[config.mk]
export PLATFORM = sky130hd
export DESIGN_NAME = inst_queue_flat
export DESIGN_NICKNAME = d
export VERILOG_FILES = /design/src/rtl/inst_queue_pkg.sv /design/src/rtl/inst_queue_if.sv /design/src/rtl/inst_queue_mem.sv /design/src/rtl/inst_queue.sv /design/src/flat_wrapper.sv
export SDC_FILE = /design/constraint.sdc
export NUM_CORES = 1
export LEC_CHECK = 0
export BUFFER_PORTS_ARGS = -buffer_cell sky130_fd_sc_hd__buf_2
export CAP_MARGIN = 20
export CORE_MARGIN = 3
export CORE_UTILIZATION = 50
export DETAILED_ROUTE_END_ITERATION = 16
export PLACE_DENSITY = 0.69
export SLEW_MARGIN = 5
export SYNTH_ARGS = -nofsm -noshare
export SYNTH_HDL_FRONTEND = slang
export SYNTH_SLANG_ARGS = --single-unit
[constraint.sdc]
create_clock -name clk -period 9.84 [get_ports clk]
set_input_delay 0.492 -clock clk [delete_from_list [all_inputs] [get_ports clk]]
set_output_delay 0.492 -clock clk [all_outputs]
set_load 0.02 [all_outputs]
[src/rtl/inst_queue_pkg.sv]
// Shared types and helpers for the fetch-to-decode instruction queue and the id decode lanes.
// MAX_LANES bounds the issue width the thermometer helper can describe.
package inst_queue_pkg;
  localparam int INST_W    = 32;
  localparam int PC_W      = 32;
  localparam int MAX_LANES = 2;

  typedef struct packed {
    logic [PC_W-1:0]   pc;
    logic [INST_W-1:0] inst;
  } entry_t;

  function automatic entry_t pack_entry(input logic [INST_W-1:0] inst,
                                        input logic [PC_W-1:0]   pc);
    entry_t e;
    e.pc   = pc;
    e.inst = inst;
    return e;
  endfunction

  // Bit i set when more than i entries are available.
  function automatic logic [MAX_LANES-1:0] therm_mask(input int unsigned n);
    logic [MAX_LANES-1:0] m;
    for (int i = 0; i < MAX_LANES; i++) m[i] = (n > i);
    return m;
  endfunction
endpackage

[src/rtl/inst_queue_if.sv]
// Fetch-side push, decode-side present/pop and flush signals of the instruction queue.
// master drives pushes, pops and flushes; slave is the queue itself.
interface inst_queue_if #(
  parameter int DEPTH   = 8,
  parameter int FETCH_W = 2,
  parameter int ISSUE_W = 2
);
  localparam int CW = $clog2(DEPTH) + 1;

  logic                   in_valid;
  logic [1:0]             in_cnt;
  logic [32*FETCH_W-1:0]  in_inst;
  logic [32*FETCH_W-1:0]  in_pc;
  logic                   in_ready;
  logic [ISSUE_W-1:0]     out_valid;
  logic [32*ISSUE_W-1:0]  out_inst;
  logic [32*ISSUE_W-1:0]  out_pc;
  logic [1:0]             out_pop;
  logic                   flush;
  logic                   flush_keep;
  logic                   ds_pending;
  logic [CW-1:0]          count;

  modport master (
    output in_valid, in_cnt, in_inst, in_pc, out_pop, flush, flush_keep,
    input  in_ready, out_valid, out_inst, out_pc, ds_pending, count
  );

  modport slave (
    input  in_valid, in_cnt, in_inst, in_pc, out_pop, flush, flush_keep,
    output in_ready, out_valid, out_inst, out_pc, ds_pending, count
  );
endinterface

[src/rtl/inst_queue_mem.sv]
// iq_mem: DEPTH-entry {pc,inst} storage, FETCH_W synchronous write ports, ISSUE_W async read ports.
// Storage is not reset; validity is tracked entirely by the queue's pointers and count.
module iq_mem
  import inst_queue_pkg::*;
#(
  parameter int DEPTH   = 8,
  parameter int FETCH_W = 2,
  parameter int ISSUE_W = 2
) (
  input  logic                     clk,
  input  logic [FETCH_W-1:0]       we_i,
  input  logic [$clog2(DEPTH)-1:0] waddr_i [FETCH_W],
  input  entry_t                   wdata_i [FETCH_W],
  input  logic [$clog2(DEPTH)-1:0] raddr_i [ISSUE_W],
  output entry_t                   rdata_o [ISSUE_W]
);
  entry_t mem_q [DEPTH];

  always_ff @(posedge clk) begin
    for (int i = 0; i < FETCH_W; i++) begin
      if (we_i[i]) mem_q[waddr_i[i]] <= wdata_i[i];
    end
  end

  always_comb begin
    for (int i = 0; i < ISSUE_W; i++) rdata_o[i] = mem_q[raddr_i[i]];
  end
endmodule

[src/rtl/inst_queue.sv]
// In-order fetch->decode instruction queue with delay-slot-preserving branch flush.
// Push-to-present 1 cycle; in_ready from registered count only (needs FETCH_W free slots).
module inst_queue
  import inst_queue_pkg::*;
#(
  parameter int DEPTH   = 8,
  parameter int FETCH_W = 2,
  parameter int ISSUE_W = 2
) (
  input logic         clk,
  input logic         rst,
  inst_queue_if.slave bus
);
  localparam int AW = $clog2(DEPTH);
  localparam int CW = AW + 1;

  logic [AW-1:0] head_q, head_d, tail_q, tail_d;
  logic [CW-1:0] count_q, count_d;
  logic          ds_q, ds_d;

  logic          in_ready, push_acc, keep_lane0;
  logic [CW-1:0] push_n, pop_n, remain;

  logic [FETCH_W-1:0] wr_en;
  logic [AW-1:0]      waddr [FETCH_W];
  entry_t             wdata [FETCH_W];
  logic [AW-1:0]      raddr [ISSUE_W];
  entry_t             rdata [ISSUE_W];
  logic [MAX_LANES-1:0] vmask;

  assign in_ready   = (count_q <= CW'(DEPTH - FETCH_W));
  assign push_acc   = bus.in_valid && in_ready;
  assign pop_n      = CW'(bus.out_pop);
  assign remain     = count_q - pop_n;
  assign keep_lane0 = bus.flush && bus.flush_keep && (remain == '0);

  // An owed delay slot is the only instruction taken from the next push.
  always_comb begin
    push_n = '0;
    if (push_acc) push_n = ds_q ? CW'(1) : CW'(bus.in_cnt);
  end

  always_comb begin
    for (int i = 0; i < FETCH_W; i++) begin
      waddr[i] = tail_q + AW'(i);
      wdata[i] = pack_entry(bus.in_inst[INST_W*i +: INST_W], bus.in_pc[PC_W*i +: PC_W]);
      wr_en[i] = (CW'(i) < push_n) && (!bus.flush || (keep_lane0 && i == 0));
    end
    for (int i = 0; i < ISSUE_W; i++) raddr[i] = head_q + AW'(i);
  end

  // The same-cycle pop is applied before any flush decision.
  always_comb begin
    head_d  = head_q + AW'(pop_n);
    tail_d  = tail_q + AW'(push_n);
    count_d = count_q + push_n - pop_n;
    ds_d    = ds_q && !push_acc;
    if (bus.flush) begin
      if (!bus.flush_keep) begin
        head_d  = tail_q;
        tail_d  = tail_q;
        count_d = '0;
        ds_d    = 1'b0;
      end else if (remain != '0) begin
        tail_d  = head_q + AW'(pop_n) + AW'(1);
        count_d = CW'(1);
        ds_d    = 1'b0;
      end else if (push_acc) begin
        head_d  = tail_q;
        tail_d  = tail_q + AW'(1);
        count_d = CW'(1);
        ds_d    = 1'b0;
      end else begin
        head_d  = tail_q;
        tail_d  = tail_q;
        count_d = '0;
        ds_d    = 1'b1;
      end
    end
  end

  always_ff @(posedge clk) begin
    if (rst) begin
      head_q  <= '0;
      tail_q  <= '0;
      count_q <= '0;
      ds_q    <= 1'b0;
    end else begin
      head_q  <= head_d;
      tail_q  <= tail_d;
      count_q <= count_d;
      ds_q    <= ds_d;
    end
  end

  iq_mem #(.DEPTH(DEPTH), .FETCH_W(FETCH_W), .ISSUE_W(ISSUE_W)) u_mem (
    .clk     (clk),
    .we_i    (wr_en),
    .waddr_i (waddr),
    .wdata_i (wdata),
    .raddr_i (raddr),
    .rdata_o (rdata)
  );

  assign vmask = therm_mask(32'(count_q));

  for (genvar i = 0; i < ISSUE_W; i++) begin : g_out
    assign bus.out_valid[i]                  = vmask[i];
    assign bus.out_inst[INST_W*i +: INST_W] = rdata[i].inst;
    assign bus.out_pc[PC_W*i +: PC_W]       = rdata[i].pc;
  end

  assign bus.in_ready   = in_ready;
  assign bus.ds_pending = ds_q;
  assign bus.count      = count_q;

  a_pop_legal: assert property (@(posedge clk) disable iff (rst)
    int'(bus.out_pop) <= $countones(bus.out_valid));
  a_cnt_legal: assert property (@(posedge clk) disable iff (rst)
    bus.in_valid |-> (bus.in_cnt != 2'd0 && int'(bus.in_cnt) <= FETCH_W));
endmodule
[src/flat_wrapper.sv]
// flat-port wrapper written by rule: the top's interface ports become plain ports
module inst_queue_flat import inst_queue_pkg::*;
#(
  parameter int DEPTH   = 8,
  parameter int FETCH_W = 2,
  parameter int ISSUE_W = 2
)
  (clk, rst, bus_in_valid, bus_in_cnt, bus_in_inst, bus_in_pc, bus_out_pop, bus_flush, bus_flush_keep, bus_in_ready, bus_out_valid, bus_out_inst, bus_out_pc, bus_ds_pending, bus_count);
  inst_queue_if #(.DEPTH(DEPTH), .FETCH_W(FETCH_W), .ISSUE_W(ISSUE_W)) bus_i ();
  input logic clk;
  input logic rst;
  input wire logic [$bits(bus_i.in_valid)-1:0] bus_in_valid;
  input wire logic [$bits(bus_i.in_cnt)-1:0] bus_in_cnt;
  input wire logic [$bits(bus_i.in_inst)-1:0] bus_in_inst;
  input wire logic [$bits(bus_i.in_pc)-1:0] bus_in_pc;
  input wire logic [$bits(bus_i.out_pop)-1:0] bus_out_pop;
  input wire logic [$bits(bus_i.flush)-1:0] bus_flush;
  input wire logic [$bits(bus_i.flush_keep)-1:0] bus_flush_keep;
  output wire logic [$bits(bus_i.in_ready)-1:0] bus_in_ready;
  output wire logic [$bits(bus_i.out_valid)-1:0] bus_out_valid;
  output wire logic [$bits(bus_i.out_inst)-1:0] bus_out_inst;
  output wire logic [$bits(bus_i.out_pc)-1:0] bus_out_pc;
  output wire logic [$bits(bus_i.ds_pending)-1:0] bus_ds_pending;
  output wire logic [$bits(bus_i.count)-1:0] bus_count;
  assign bus_i.in_valid = bus_in_valid;
  assign bus_i.in_cnt = bus_in_cnt;
  assign bus_i.in_inst = bus_in_inst;
  assign bus_i.in_pc = bus_in_pc;
  assign bus_i.out_pop = bus_out_pop;
  assign bus_i.flush = bus_flush;
  assign bus_i.flush_keep = bus_flush_keep;
  assign bus_in_ready = bus_i.in_ready;
  assign bus_out_valid = bus_i.out_valid;
  assign bus_out_inst = bus_i.out_inst;
  assign bus_out_pc = bus_i.out_pc;
  assign bus_ds_pending = bus_i.ds_pending;
  assign bus_count = bus_i.count;
  inst_queue #(.DEPTH(DEPTH), .FETCH_W(FETCH_W), .ISSUE_W(ISSUE_W)) u_core (.clk(clk), .rst(rst), .bus(bus_i));
endmodule
==> summary.md <==
| Metric | Value |
|---|---|
| Outcome | complete, no violations |
| Clock transition at path regs | 0.06 ns |
| Max_slew headroom | 0.279 |
| Fraction of registers with async set/reset | 0 |
| Initial Utilization | 0.508 |
| Final Cell Area | 34300 µm² |
| # resized after CTS | 0 |
| Post-synth top flop | edfxtp_1 |
| Ports | 273 |
| H-tree depth | 2 |
| Vert. Die Dim | 252 µm |
| R2r startpoint | u_core.bus.count[0]$_SDFF_PP0_ |
| Clock sink count | 523 |
| Worst skew pair latency | 0.62 ns |
| Sequential area share after synthesis | 0.516 |
| #FFs+latches synth | 523 |
| Die width | 252 µm |
| Tot GR Track Use | 0.257 |
| Length of the first detailed-routing pass in iterations | 7 |
| Max Freq | 0.218 GHz |
| Final setup vio count | 0 |
| Cts bufs inserted | 58 |
| R2r endpoint | u_core.u_mem.mem_q[0][21]$_DFFE_PP_ |
| Final hold viol count | 0 |
| Final worst-path setup slack | 5.26 ns |
| Final net count | 2064 |
| R2R setup slack | 5.29 ns |
| Post-synth EDFFs | 512 |
| Total congestion overflow | 0 |
| RSZ-0062 raised after global routing | no |
| Final slew viol count | 0 |
| Crit path from | u_core.head_q[0]$_SDFF_PP0_ |
| Crit path depth | 5 |
| # Post-CTS Setup Buffers | 0 |
| YS warnings | 0 |
| Die area | 63400 µm² |
| Leakage | 11.5 nW |
| Critical setup path kind | register to output port |
| FF/Latch Area | 15600 µm² |
| Syn_nets | 1831 |
| Drt first-iter violations | 1516 |
| Global-route wire length before repair | 122 mm |
| Vias in the first global route | 18853 |
| Fillers | 4620 |
| Max_cap viols | 0 |
| WL/cell | 29.8 µm |
| Area after DPL | 32300 µm² |
| Worst setup EP type | output port |
| Mapped cell area | 30200 µm² |
| Worst Hold Class | input pin to register |
| TritonCTS clock tree | built |
| Placer Congestion | 0.808 |
| Total wire length | 81.6 mm |
| Hpwl dp | 48.3 mm |
| CP endpoint | bus_out_inst[38] |
| Number of nets with antenna violations after routing | 0 |
| Cell variety after synth | 47 |
| Worst slew pin tran | 1.08 ns |
| Final Cycle Share | 0.466 |
| Place WS | 5.02 ns |
| Slowest cell delay on critical path | 0.87 ns |
| Crit path max fanout | 45 |
| Multi-input logic area | 14100 µm² |
| Critical-path cell list | ha_4 -> xor2_4 -> buf_4 -> mux2_2 -> buf_2 |
| Startpoint class of the critical path | register |
| Layout cells sized above 1 | 0.577 |
| Max Buffers Root-to-Sink | 3 |
| Port bufs | 272 |
| R2r worst-path depth | 10 |
| Avg Inst Size Synth | 18.0 µm² |
| Via Count | 17877 |
| Hold_buf cts | 0 |
| Placeable Area | 59500 µm² |
| Area grow syn2layout | 13.4% |
| WP data arrival | 4.09 ns |
| DRC Markers | 0 |
| Peak VDD IR | 0.000183 V |
| Vias per inst | 6.53 |
| Clock tree root driver cell | clkbuf_16 |
| Crit path buf inv count | 2 |
| Antenna violations before repair | 14 |
| Clock skew | 0.0155 ns |
| Family with the most delay on the worst path | buffers and inverters |
| Worst Path Required | 9.35 ns |
| Num rows | 89 |
| Total negative setup slack | 0 ns |
| Period minus WS final | 4.58 ns |
| Largest net degree at the start of global routing | 127 |
| Crit-path slowest cell | buf_4 |
| Synth Instances | 1676 |
| Power Density | 192 nW/µm² |
==> layout make-up <==
type,instances,area share
flip-flops and latches,523,0.455
clock buffers,73,0.0446
repair buffers,304,0.0483
diodes,7,0.000511
multi-input cells,1008,0.411
inverters,14,0.00153
well taps,773,0.0282
clock inverters,34,0.0106
==> cell families (layout without fill, tap and decap cells) <==
| kind of cell | after synthesis | after routing | synth area share |
|---|---|---|---|
| DFF | 523 | 523 | 0.516 |
| adders and majority gates | 18 | 18 | 0.00844 |
| muxes | 900 | 900 | 0.431 |
| other | 0 | 7 | 0 |
| AOI/OAI and AO/OA | 29 | 29 | 0.00679 |
| and+or+nand+nor | 53 | 53 | 0.0106 |
| xor gates and xnor gates | 8 | 8 | 0.00294 |
| buffers and inverters | 145 | 425 | 0.0248 |
==> report_power, final <==
| part | switching [mW] | internal, mW | leakage [nW] | total (mW) |
|---|---|---|---|---|
| combinational | 0.952 | 0.797 | 5.82 | 1.75 |
| sequential | 0.0760 | 2.56 | 4.72 | 2.63 |
| clock | 0.897 | 1.30 | 0.923 | 2.20 |
| total | 1.93 | 4.66 | 11.5 | 6.58 |
==> routing by layer <==
layer | track usage | vias up | share of wire
li1 | - | 7534 | -
met1 | 0.356 | 9535 | 0.41
met2 | 0.429 | 685 | 0.50
met3 | 0.0502 | 111 | 0.073
met4 | 0.0564 | 12 | 0.018
met5 | 0 | - | 0.0011
==> state kept, by name (all words and copies together), names as in the netlist <==
register / flops
u_core.tail_q: 3
u_core.u_mem.mem_q: 512
u_core.bus.ds_pending: 1
u_core.bus.count: 4
u_core.head_q: 3
==> cell usage after synthesis, types with 3 or more instances <==
library cell | number | share of area
a21o_1 | 3 | 0.00075
a31oi_1 | 4 | 0.00083
buf_1 | 4 | 0.00050
buf_2 | 74 | 0.012
buf_4 | 20 | 0.0050
buf_6 | 5 | 0.0019
clkbuf_1 | 28 | 0.0035
dfxtp_1 | 11 | 0.0073
edfxtp_1 | 512 | 0.51
fa_1 | 4 | 0.0026
ha_1 | 14 | 0.0058
inv_1 | 14 | 0.0017
mux2_1 | 184 | 0.069
mux2_2 | 457 | 0.17
mux2i_1 | 3 | 0.00099
mux4_2 | 256 | 0.19
nand2_1 | 10 | 0.0012
nand2b_1 | 3 | 0.00062
nand3_1 | 8 | 0.0013
nor2_1 | 6 | 0.00075
nor2b_1 | 4 | 0.00083
nor3_1 | 6 | 0.00099
nor4_2 | 3 | 0.0012
o21ai_0 | 6 | 0.00099
o221ai_1 | 3 | 0.00087
o31ai_1 | 4 | 0.00099
xnor2_1 | 5 | 0.0014
==> placed cells by master (no fill, tap or decap), types with 7 or more instances in the layout <==
master	count
clkbuf_16	59
diode_2	7
buf_4	29
buf_2	272
clkbuf_1	14
bufinv_16	8
clkinv_2	9
mux2_2	457
ha_1	13
clkinv_1	14
edfxtp_1	512
dfxtp_1	8
mux4_2	256
mux2_1	184
inv_1	14
==> metrics by stage <==
stage	cells	total power, mW	utilization	hold slack (ns)
2_1_floorplan	1676	3.88	-	0.523
3_3_place_gp	2620	4.41	0.543	0.579
3_5_place_dp	2621	4.44	0.544	0.591
4_1_cts	2728	6.64	0.576	0.171
5_1_grt	2733	6.82	0.576	0.198
6_report	2736	6.58	0.576	0.202
==> how the worst min path moves through the flow <==
| stage | start | end | slack (ns) | cells after the start |
|---|---|---|---|---|
| 3_3_place_gp | u_core.tail_q[1]$_SDFFE_PP0P_ | u_core.head_q[1]$_SDFF_PP0_ | 0.58 | 2 |
| 3_5_place_dp | u_core.tail_q[1]$_SDFFE_PP0P_ | u_core.head_q[1]$_SDFF_PP0_ | 0.59 | 2 |
| 4_1_cts | rst | u_core.bus.count[0]$_SDFF_PP0_ | 0.17 | 2 |
| 6_report | rst | u_core.bus.count[0]$_SDFF_PP0_ | 0.20 | 2 |
| 5_1_grt | rst | u_core.bus.count[0]$_SDFF_PP0_ | 0.20 | 2 |
| 2_1_floorplan | u_core.tail_q[1]$_SDFFE_PP0P_ | u_core.head_q[1]$_SDFF_PP0_ | 0.52 | 2 |
No activity file was read; power rests on OpenSTA's default activity.
